### src/rtl/mfp_ahb_xbar_n_if.sv
// ---------------------------------------------------------------------------
// mfp_ahb_xbar_n_if
// Bus bundle between the AHB-lite master, the crossbar and its N_SLV slaves.
//
// Signals:
//   HADDR, HTRANS            master address phase
//   HRDATA, HREADY, HRESP    muxed data-phase response back to the master
//   HSEL_S                   one-hot slave select (address phase)
//   HREADYOUT_S, HRESP_S     per-slave ready / response
//   HRDATA_S                 packed per-slave read data, slave i at [32i+31:32i]
//
// Modports:
//   slave  - the crossbar's view (it is the slave of the CPU master port)
//   master - the environment's view (CPU master plus the slave devices)
// ---------------------------------------------------------------------------
interface mfp_ahb_xbar_n_if #(
  parameter int N_SLV = 6
) ();
  logic [31:0]         HADDR;
  logic [1:0]          HTRANS;
  logic [31:0]         HRDATA;
  logic                HREADY;
  logic                HRESP;
  logic [N_SLV-1:0]    HSEL_S;
  logic [N_SLV-1:0]    HREADYOUT_S;
  logic [N_SLV-1:0]    HRESP_S;
  logic [N_SLV*32-1:0] HRDATA_S;

  modport slave (
    input  HADDR, HTRANS, HREADYOUT_S, HRESP_S, HRDATA_S,
    output HRDATA, HREADY, HRESP, HSEL_S
  );

  modport master (
    output HADDR, HTRANS, HREADYOUT_S, HRESP_S, HRDATA_S,
    input  HRDATA, HREADY, HRESP, HSEL_S
  );
endinterface

### src/rtl/mfp_ahb_xbar_n.sv
// ---------------------------------------------------------------------------
// mfp_ahb_xbar_n
// Single-master AHB-lite interconnect with N_SLV address-matched slaves, a
// registered data-phase select, per-slave wait states and an internal default
// slave that answers unmapped accesses with a two-cycle ERROR.
//
// Ports:
//   HCLK     bus clock
//   HRESET   synchronous active-high reset
//   bus      mfp_ahb_xbar_n_if.slave (master address phase, muxed response,
//            slave selects, per-slave ready/response/read data)
//   TO_CLR   clears TO_FLAG / TO_SLV (timeout build only)
//   TO_FLAG  sticky stall-timeout flag (0 without timeout)
//   TO_SLV   index of the last slave that timed out (0 without timeout)
//
// Build option:
//   MFP_AHB_XBAR_TIMEOUT_EN - when defined, a slave stalling the bus for
//   TIMEOUT_CYCLES cycles is aborted and the master receives ERROR.
// ---------------------------------------------------------------------------
module mfp_ahb_xbar_n #(
  parameter int                  N_SLV          = 6,
  parameter logic [N_SLV*32-1:0] SLV_BASE       = {N_SLV{32'h0}},
  parameter logic [N_SLV*32-1:0] SLV_MASK       = {N_SLV{32'h0}},
  parameter int                  TIMEOUT_CYCLES = 256
) (
  input  logic                   HCLK,
  input  logic                   HRESET,
  mfp_ahb_xbar_n_if.slave        bus,
  input  logic                   TO_CLR,
  output logic                   TO_FLAG,
  output logic [3:0]             TO_SLV
);

  typedef enum logic [1:0] {
    DSEL_NONE = 2'd0,
    DSEL_SLV  = 2'd1,
    DSEL_DEF  = 2'd2
  } dsel_kind_t;

  typedef enum logic [1:0] {
    ERR_IDLE = 2'd0,
    ERR1     = 2'd1,
    ERR2     = 2'd2
  } err_state_t;

  dsel_kind_t       dsel_kind_r, dsel_kind_nxt_s;
  logic [3:0]       dsel_idx_r,  dsel_idx_nxt_s;
  err_state_t       err_state_r, err_state_nxt_s;

  logic             match_any_s;
  logic [3:0]       match_idx_s;
  logic [N_SLV-1:0] hsel_s;
  logic             ready_s;
  logic             resp_s;
  logic [31:0]      rdata_s;
  logic             load_def_s;
  logic             to_hit_s;

  // Address decode: scan from the top so the lowest matching index wins.
  always_comb begin
    match_any_s = 1'b0;
    match_idx_s = 4'd0;
    hsel_s      = '0;
    for (int i = N_SLV - 1; i >= 0; i--) begin
      if ((bus.HADDR & SLV_MASK[i*32 +: 32]) ==
          (SLV_BASE[i*32 +: 32] & SLV_MASK[i*32 +: 32])) begin
        match_any_s = 1'b1;
        match_idx_s = 4'(i);
      end else begin
        match_any_s = match_any_s;
      end
    end
    for (int i = 0; i < N_SLV; i++) begin
      hsel_s[i] = match_any_s && (match_idx_s == 4'(i));
    end
  end

  assign bus.HSEL_S = hsel_s;

  // Data-phase response mux driven by the registered select.
  always_comb begin
    ready_s = 1'b1;
    resp_s  = 1'b0;
    rdata_s = 32'h0;
    case (dsel_kind_r)
      DSEL_SLV: begin
        for (int i = 0; i < N_SLV; i++) begin
          if (dsel_idx_r == 4'(i)) begin
            ready_s = bus.HREADYOUT_S[i];
            resp_s  = bus.HRESP_S[i];
            rdata_s = bus.HRDATA_S[i*32 +: 32];
          end else begin
            ready_s = ready_s;
          end
        end
      end
      DSEL_DEF: begin
        case (err_state_r)
          ERR1: begin
            ready_s = 1'b0;
            resp_s  = 1'b1;
          end
          ERR2: begin
            ready_s = 1'b1;
            resp_s  = 1'b1;
          end
          default: begin
            ready_s = 1'b1;
            resp_s  = 1'b0;
          end
        endcase
      end
      default: begin
        ready_s = 1'b1;
        resp_s  = 1'b0;
      end
    endcase
  end

  assign bus.HREADY = ready_s;
  assign bus.HRESP  = resp_s;
  assign bus.HRDATA = rdata_s;

  // An active unmapped address accepted this cycle starts the default slave.
  assign load_def_s = ready_s && bus.HTRANS[1] && !match_any_s;

`ifdef MFP_AHB_XBAR_TIMEOUT_EN
  localparam int CNT_W = $clog2(TIMEOUT_CYCLES) + 1;

  logic [CNT_W-1:0] to_cnt_r;
  logic             to_flag_r;
  logic [3:0]       to_slv_r;
  logic             stalled_s;
  logic             unused_ok_s;

  // ready_s low with a real slave selected means that slave is holding us.
  assign stalled_s   = (dsel_kind_r == DSEL_SLV) && !ready_s;
  assign to_hit_s    = stalled_s && (to_cnt_r == CNT_W'(TIMEOUT_CYCLES - 1));
  assign unused_ok_s = bus.HTRANS[0];

  // Stall counter and sticky timeout status; a new timeout beats TO_CLR.
  always_ff @(posedge HCLK) begin
    if (HRESET) begin
      to_cnt_r  <= '0;
      to_flag_r <= 1'b0;
      to_slv_r  <= 4'd0;
    end else begin
      if (ready_s || to_hit_s) begin
        to_cnt_r <= '0;
      end else if (stalled_s) begin
        to_cnt_r <= to_cnt_r + CNT_W'(1);
      end else begin
        to_cnt_r <= to_cnt_r;
      end
      if (to_hit_s) begin
        to_flag_r <= 1'b1;
        to_slv_r  <= dsel_idx_r;
      end else if (TO_CLR) begin
        to_flag_r <= 1'b0;
        to_slv_r  <= 4'd0;
      end else begin
        to_flag_r <= to_flag_r;
        to_slv_r  <= to_slv_r;
      end
    end
  end

  assign TO_FLAG = to_flag_r;
  assign TO_SLV  = to_slv_r;
`else
  logic unused_ok_s;

  assign to_hit_s    = 1'b0;
  assign TO_FLAG     = 1'b0;
  assign TO_SLV      = 4'd0;
  assign unused_ok_s = ^{TO_CLR, bus.HTRANS[0], TIMEOUT_CYCLES[0]};
`endif

  // Next data-phase select and error FSM state.
  always_comb begin
    dsel_kind_nxt_s = dsel_kind_r;
    dsel_idx_nxt_s  = dsel_idx_r;
    err_state_nxt_s = err_state_r;

    if (to_hit_s) begin
      // Abort the stalled slave; the default slave finishes the transfer.
      dsel_kind_nxt_s = DSEL_DEF;
    end else if (ready_s) begin
      if (!bus.HTRANS[1]) begin
        dsel_kind_nxt_s = DSEL_NONE;
      end else if (match_any_s) begin
        dsel_kind_nxt_s = DSEL_SLV;
        dsel_idx_nxt_s  = match_idx_s;
      end else begin
        dsel_kind_nxt_s = DSEL_DEF;
      end
    end else begin
      dsel_kind_nxt_s = dsel_kind_r;
    end

    case (err_state_r)
      ERR_IDLE: begin
        if (to_hit_s || load_def_s) begin
          err_state_nxt_s = ERR1;
        end else begin
          err_state_nxt_s = ERR_IDLE;
        end
      end
      ERR1: begin
        err_state_nxt_s = ERR2;
      end
      ERR2: begin
        // Address phase taken during ERR2 may itself be unmapped.
        if (load_def_s) begin
          err_state_nxt_s = ERR1;
        end else begin
          err_state_nxt_s = ERR_IDLE;
        end
      end
      default: begin
        err_state_nxt_s = ERR_IDLE;
      end
    endcase
  end

  // Select and error FSM state registers.
  always_ff @(posedge HCLK) begin
    if (HRESET) begin
      dsel_kind_r <= DSEL_NONE;
      dsel_idx_r  <= 4'd0;
      err_state_r <= ERR_IDLE;
    end else begin
      dsel_kind_r <= dsel_kind_nxt_s;
      dsel_idx_r  <= dsel_idx_nxt_s;
      err_state_r <= err_state_nxt_s;
    end
  end

endmodule

### src/flat_wrapper.sv
// flat-port wrapper written by rule: the top's interface ports become plain ports
module mfp_ahb_xbar_n_flat 
#(
  parameter int                  N_SLV          = 6,
  parameter logic [N_SLV*32-1:0] SLV_BASE       = {N_SLV{32'h0}},
  parameter logic [N_SLV*32-1:0] SLV_MASK       = {N_SLV{32'h0}},
  parameter int                  TIMEOUT_CYCLES = 256
)
  (HCLK, HRESET, TO_CLR, TO_FLAG, TO_SLV, bus_HADDR, bus_HTRANS, bus_HREADYOUT_S, bus_HRESP_S, bus_HRDATA_S, bus_HRDATA, bus_HREADY, bus_HRESP, bus_HSEL_S);
  mfp_ahb_xbar_n_if #(.N_SLV(N_SLV)) bus_i ();
  input  logic HCLK;
  input  logic HRESET;
  input  logic TO_CLR;
  output logic TO_FLAG;
  output logic [3:0] TO_SLV;
  input wire logic [$bits(bus_i.HADDR)-1:0] bus_HADDR;
  input wire logic [$bits(bus_i.HTRANS)-1:0] bus_HTRANS;
  input wire logic [$bits(bus_i.HREADYOUT_S)-1:0] bus_HREADYOUT_S;
  input wire logic [$bits(bus_i.HRESP_S)-1:0] bus_HRESP_S;
  input wire logic [$bits(bus_i.HRDATA_S)-1:0] bus_HRDATA_S;
  output wire logic [$bits(bus_i.HRDATA)-1:0] bus_HRDATA;
  output wire logic [$bits(bus_i.HREADY)-1:0] bus_HREADY;
  output wire logic [$bits(bus_i.HRESP)-1:0] bus_HRESP;
  output wire logic [$bits(bus_i.HSEL_S)-1:0] bus_HSEL_S;
  assign bus_i.HADDR = bus_HADDR;
  assign bus_i.HTRANS = bus_HTRANS;
  assign bus_i.HREADYOUT_S = bus_HREADYOUT_S;
  assign bus_i.HRESP_S = bus_HRESP_S;
  assign bus_i.HRDATA_S = bus_HRDATA_S;
  assign bus_HRDATA = bus_i.HRDATA;
  assign bus_HREADY = bus_i.HREADY;
  assign bus_HRESP = bus_i.HRESP;
  assign bus_HSEL_S = bus_i.HSEL_S;
  mfp_ahb_xbar_n #(.N_SLV(N_SLV), .SLV_BASE(SLV_BASE), .SLV_MASK(SLV_MASK), .TIMEOUT_CYCLES(TIMEOUT_CYCLES)) u_core (.HCLK(HCLK), .HRESET(HRESET), .bus(bus_i), .TO_CLR(TO_CLR), .TO_FLAG(TO_FLAG), .TO_SLV(TO_SLV));
endmodule
### config.mk
export PLATFORM = sky130hd
export DESIGN_NAME = mfp_ahb_xbar_n_flat
export DESIGN_NICKNAME = d
export VERILOG_FILES = /design/src/rtl/mfp_ahb_xbar_n_if.sv /design/src/rtl/mfp_ahb_xbar_n.sv /design/src/flat_wrapper.sv
export SDC_FILE = /design/constraint.sdc
export NUM_CORES = 1
export LEC_CHECK = 0
export CAP_MARGIN = 0
export CORE_AREA = 2 2 110 112
export CTS_CLUSTER_SIZE = 8
export DETAILED_ROUTE_END_ITERATION = 7
export DIE_AREA = 0 0 112 114
export PLACE_DENSITY_LB_ADDON = 0.2
export SLEW_MARGIN = 25
export SYNTH_ARGS = -nofsm -noshare
export SYNTH_HDL_FRONTEND = slang
export SYNTH_SLANG_ARGS = --single-unit
### constraint.sdc
create_clock -name HCLK -period 1.03 [get_ports HCLK]
set_input_delay 0.103 -clock HCLK [delete_from_list [all_inputs] [get_ports HCLK]]
set_output_delay 0.103 -clock HCLK [all_outputs]
set_load 0.005 [all_outputs]
==> results.toml <==
[run_status]
status = "completed"

[yosys]
netlist-cell-type-count = 8
netlist_area_um2 = 346.6
synth_top_area_share_pct = 59.57
synth_xor_area_share_pct = 0
synthCells = 53
synth_top_family_by_area = "simple AND/OR/NAND/NOR gates"
synth_fa_ha_area_share_pct = 0
synthMuxAreaShare_pct = 0
ys_seq_elements = 1
synthSimpleGateAreaFrac_pct = 61.37
ys_seq_area_share_pct = 5.776
avgSynthCellArea_um2 = 6.539
synth_compound_area_share_pct = 1.444
yosys.area.top_type = "and2_1"
yosysWarnings = 0
synthTopCellsByArea = "and2_1 60%, buf_4 24%, dfxtp_1 5.8%"

[critical_path]
timing.rr.end = "u_core.dsel_kind_r[0]"
reg2regPathDepth = 4
cp-end-kind = "primary output"
worst_setup_path_start_kind = "flop"
arrival_ps = 870
reg2reg_slack_ps = 130
critPathKind = "flop to primary output"
critPathRequiredTime_ps = 930
worst-path-max-fanout = 5
rr_startpoint = "u_core.dsel_kind_r[0]"

[hold_path]
worst_hold_path.endpoint = "u_core.dsel_kind_r[0]"
hold_depth = 2
hold_path_class = "input pin to flop"
worstHoldStart = "HRESET"

[routing]
drtAntennaViolNets = 0
first_iter_violations = 2
viasPerCell = 2.147
drt_pass1_iterations = 2
wl_per_cell_um = 9.945
wl_um = 2715
num_vias = 586
drc_errors = 0

[grt]
antenna_found_initial = 0
grt_pass1_wl_um = 3939
grt_max_degree = 9
first_global_vias = 616
grt_usage_pct = 4.073
grt_remaining_overflow = 0

[power]
total_power_uw = 479.3
p_leak_nw = 0.5634
power_density_mw_per_mm2 = 368.0
ir_drop_mv = 0.1986

[floorplan]
io_pins = 286
die_width_um = 112
start_util_pct = 2.959
rows = 40
die_y_um = 114
die_area_mm2 = 0.01277
core-area_mm2 = 0.01171

[final_layout]
largest_reg_flops = 1
n_antenna_cell = 0
drive_gt1_share_pct = 44.44
utilization_pct = 11.12
regMostFlops = "u_core.dsel_kind_r"
final_cell_mix = "36 x clkdlybuf4s50_1, 19 x and2_4, 19 x buf_6"
final_nets = 369
biggestRegsByFlops = "u_core.dsel_kind_r (1)"
design_area_mm2 = 0.001303
area_delta_synth_final_pct = 275.8
final_common_cell = "clkdlybuf4s50_1"

[timing]
drv_slew = 0
totalNegativeSetupSlack_ps = 0
finalCritPeriodShare_pct = 94.45
skew_ps = 0
rsz0062_at_grt = "false"
hold_violations = 0
fin_crit_ps = 972.8
fmax_mhz = 1028
setup_viol = 0

[placement]
placed_area_mm2 = 0.001187
io_buffers = 70
place.gp.congestion = 0.5802
dpl.hpwl_um = 1881

[run]
cap_violations = 0

[cts]
clk_latency_ps = 0
clkSlewWorstSetupHoldPaths_ps = 0
-- how the worst max path moves through the flow --
stage                          startpoint             end  slack [ps]  cells past startpoint
finish              u_core.dsel_kind_r[0]   bus_HRDATA[8]          60                      4
global route        u_core.dsel_kind_r[0]   bus_HRDATA[8]          20                      4
CTS                 u_core.dsel_kind_r[0]  bus_HRDATA[10]         -50                      5
detailed placement       bus_HRDATA_S[21]  bus_HRDATA[21]        -350                      3
global placement          bus_HRDATA_S[6]   bus_HRDATA[6]        -360                      3
floorplan           u_core.dsel_kind_r[0]   bus_HRDATA[0]         260                      2
-- final cells by class --
type	instances	area, um^2
Tap cell	147	183.9
Fill cell	1379	10410
Multi-Input combinational cell	46	306.5
Timing Repair Buffer	78	784.5
Sequential cell	1	23.77
Inverter	1	3.754
-- cell usage after synthesis (all sizes together) --
cell type  instances
conb               2
dfxtp              1
buf               11
nand2b             1
clkbuf             3
inv                1
and2              33
a21oi              1
-- what timing repair did --
| action | in CTS | in global routing |
|---|---|---|
| endpoints found under the setup margin | 34 | 26 |
| hold buffers | 0 | 0 |
| resized for setup | 165 | 4 |
| buffers inserted | 6 | 0 |
| endpoints found under the hold margin | 0 | 0 |
| gates cloned | 3 | 0 |
-- stage by stage --
step	hold WS, ps	std cells	worst slack, ps
5_1_grt	668.7	273	24.18
2_1_floorplan	172.1	62	260.1
3_3_place_gp	657.5	266	-359.6
4_1_cts	643.0	275	-47.98
6_report	640.7	273	57.18
3_5_place_dp	652.5	266	-345.2
-- critical path, stage by stage, from the launching register on --
cell and delay [ps]:
dfxtp_4 340, buf_4 140, buf_12 130, and2_1 140, buf_2 130
-- per-layer routing --
metal	up-vias	share of wire [%]	global-route usage, %
met4	0	0	0
met2	54	47	7.232
met5	-	0	0
li1	279	-	-
met1	253	41	5.098
met3	0	13	1.435
-- power breakdown --
group / switching (mW) / internal [mW] / leakage, nW
Combinational: 0.128 / 0.306 / 0.554
Clock: 0 / 0 / 0
Sequential: 0.00394 / 0.0415 / 0.00891
-- logic make-up after synthesis --
group | Yosys count
and+or+nand+nor | 34
buffers and inverters | 15
other | 2
AOI/OAI and AO/OA | 1
DFF | 1
(Power assumes the default switching activity.)
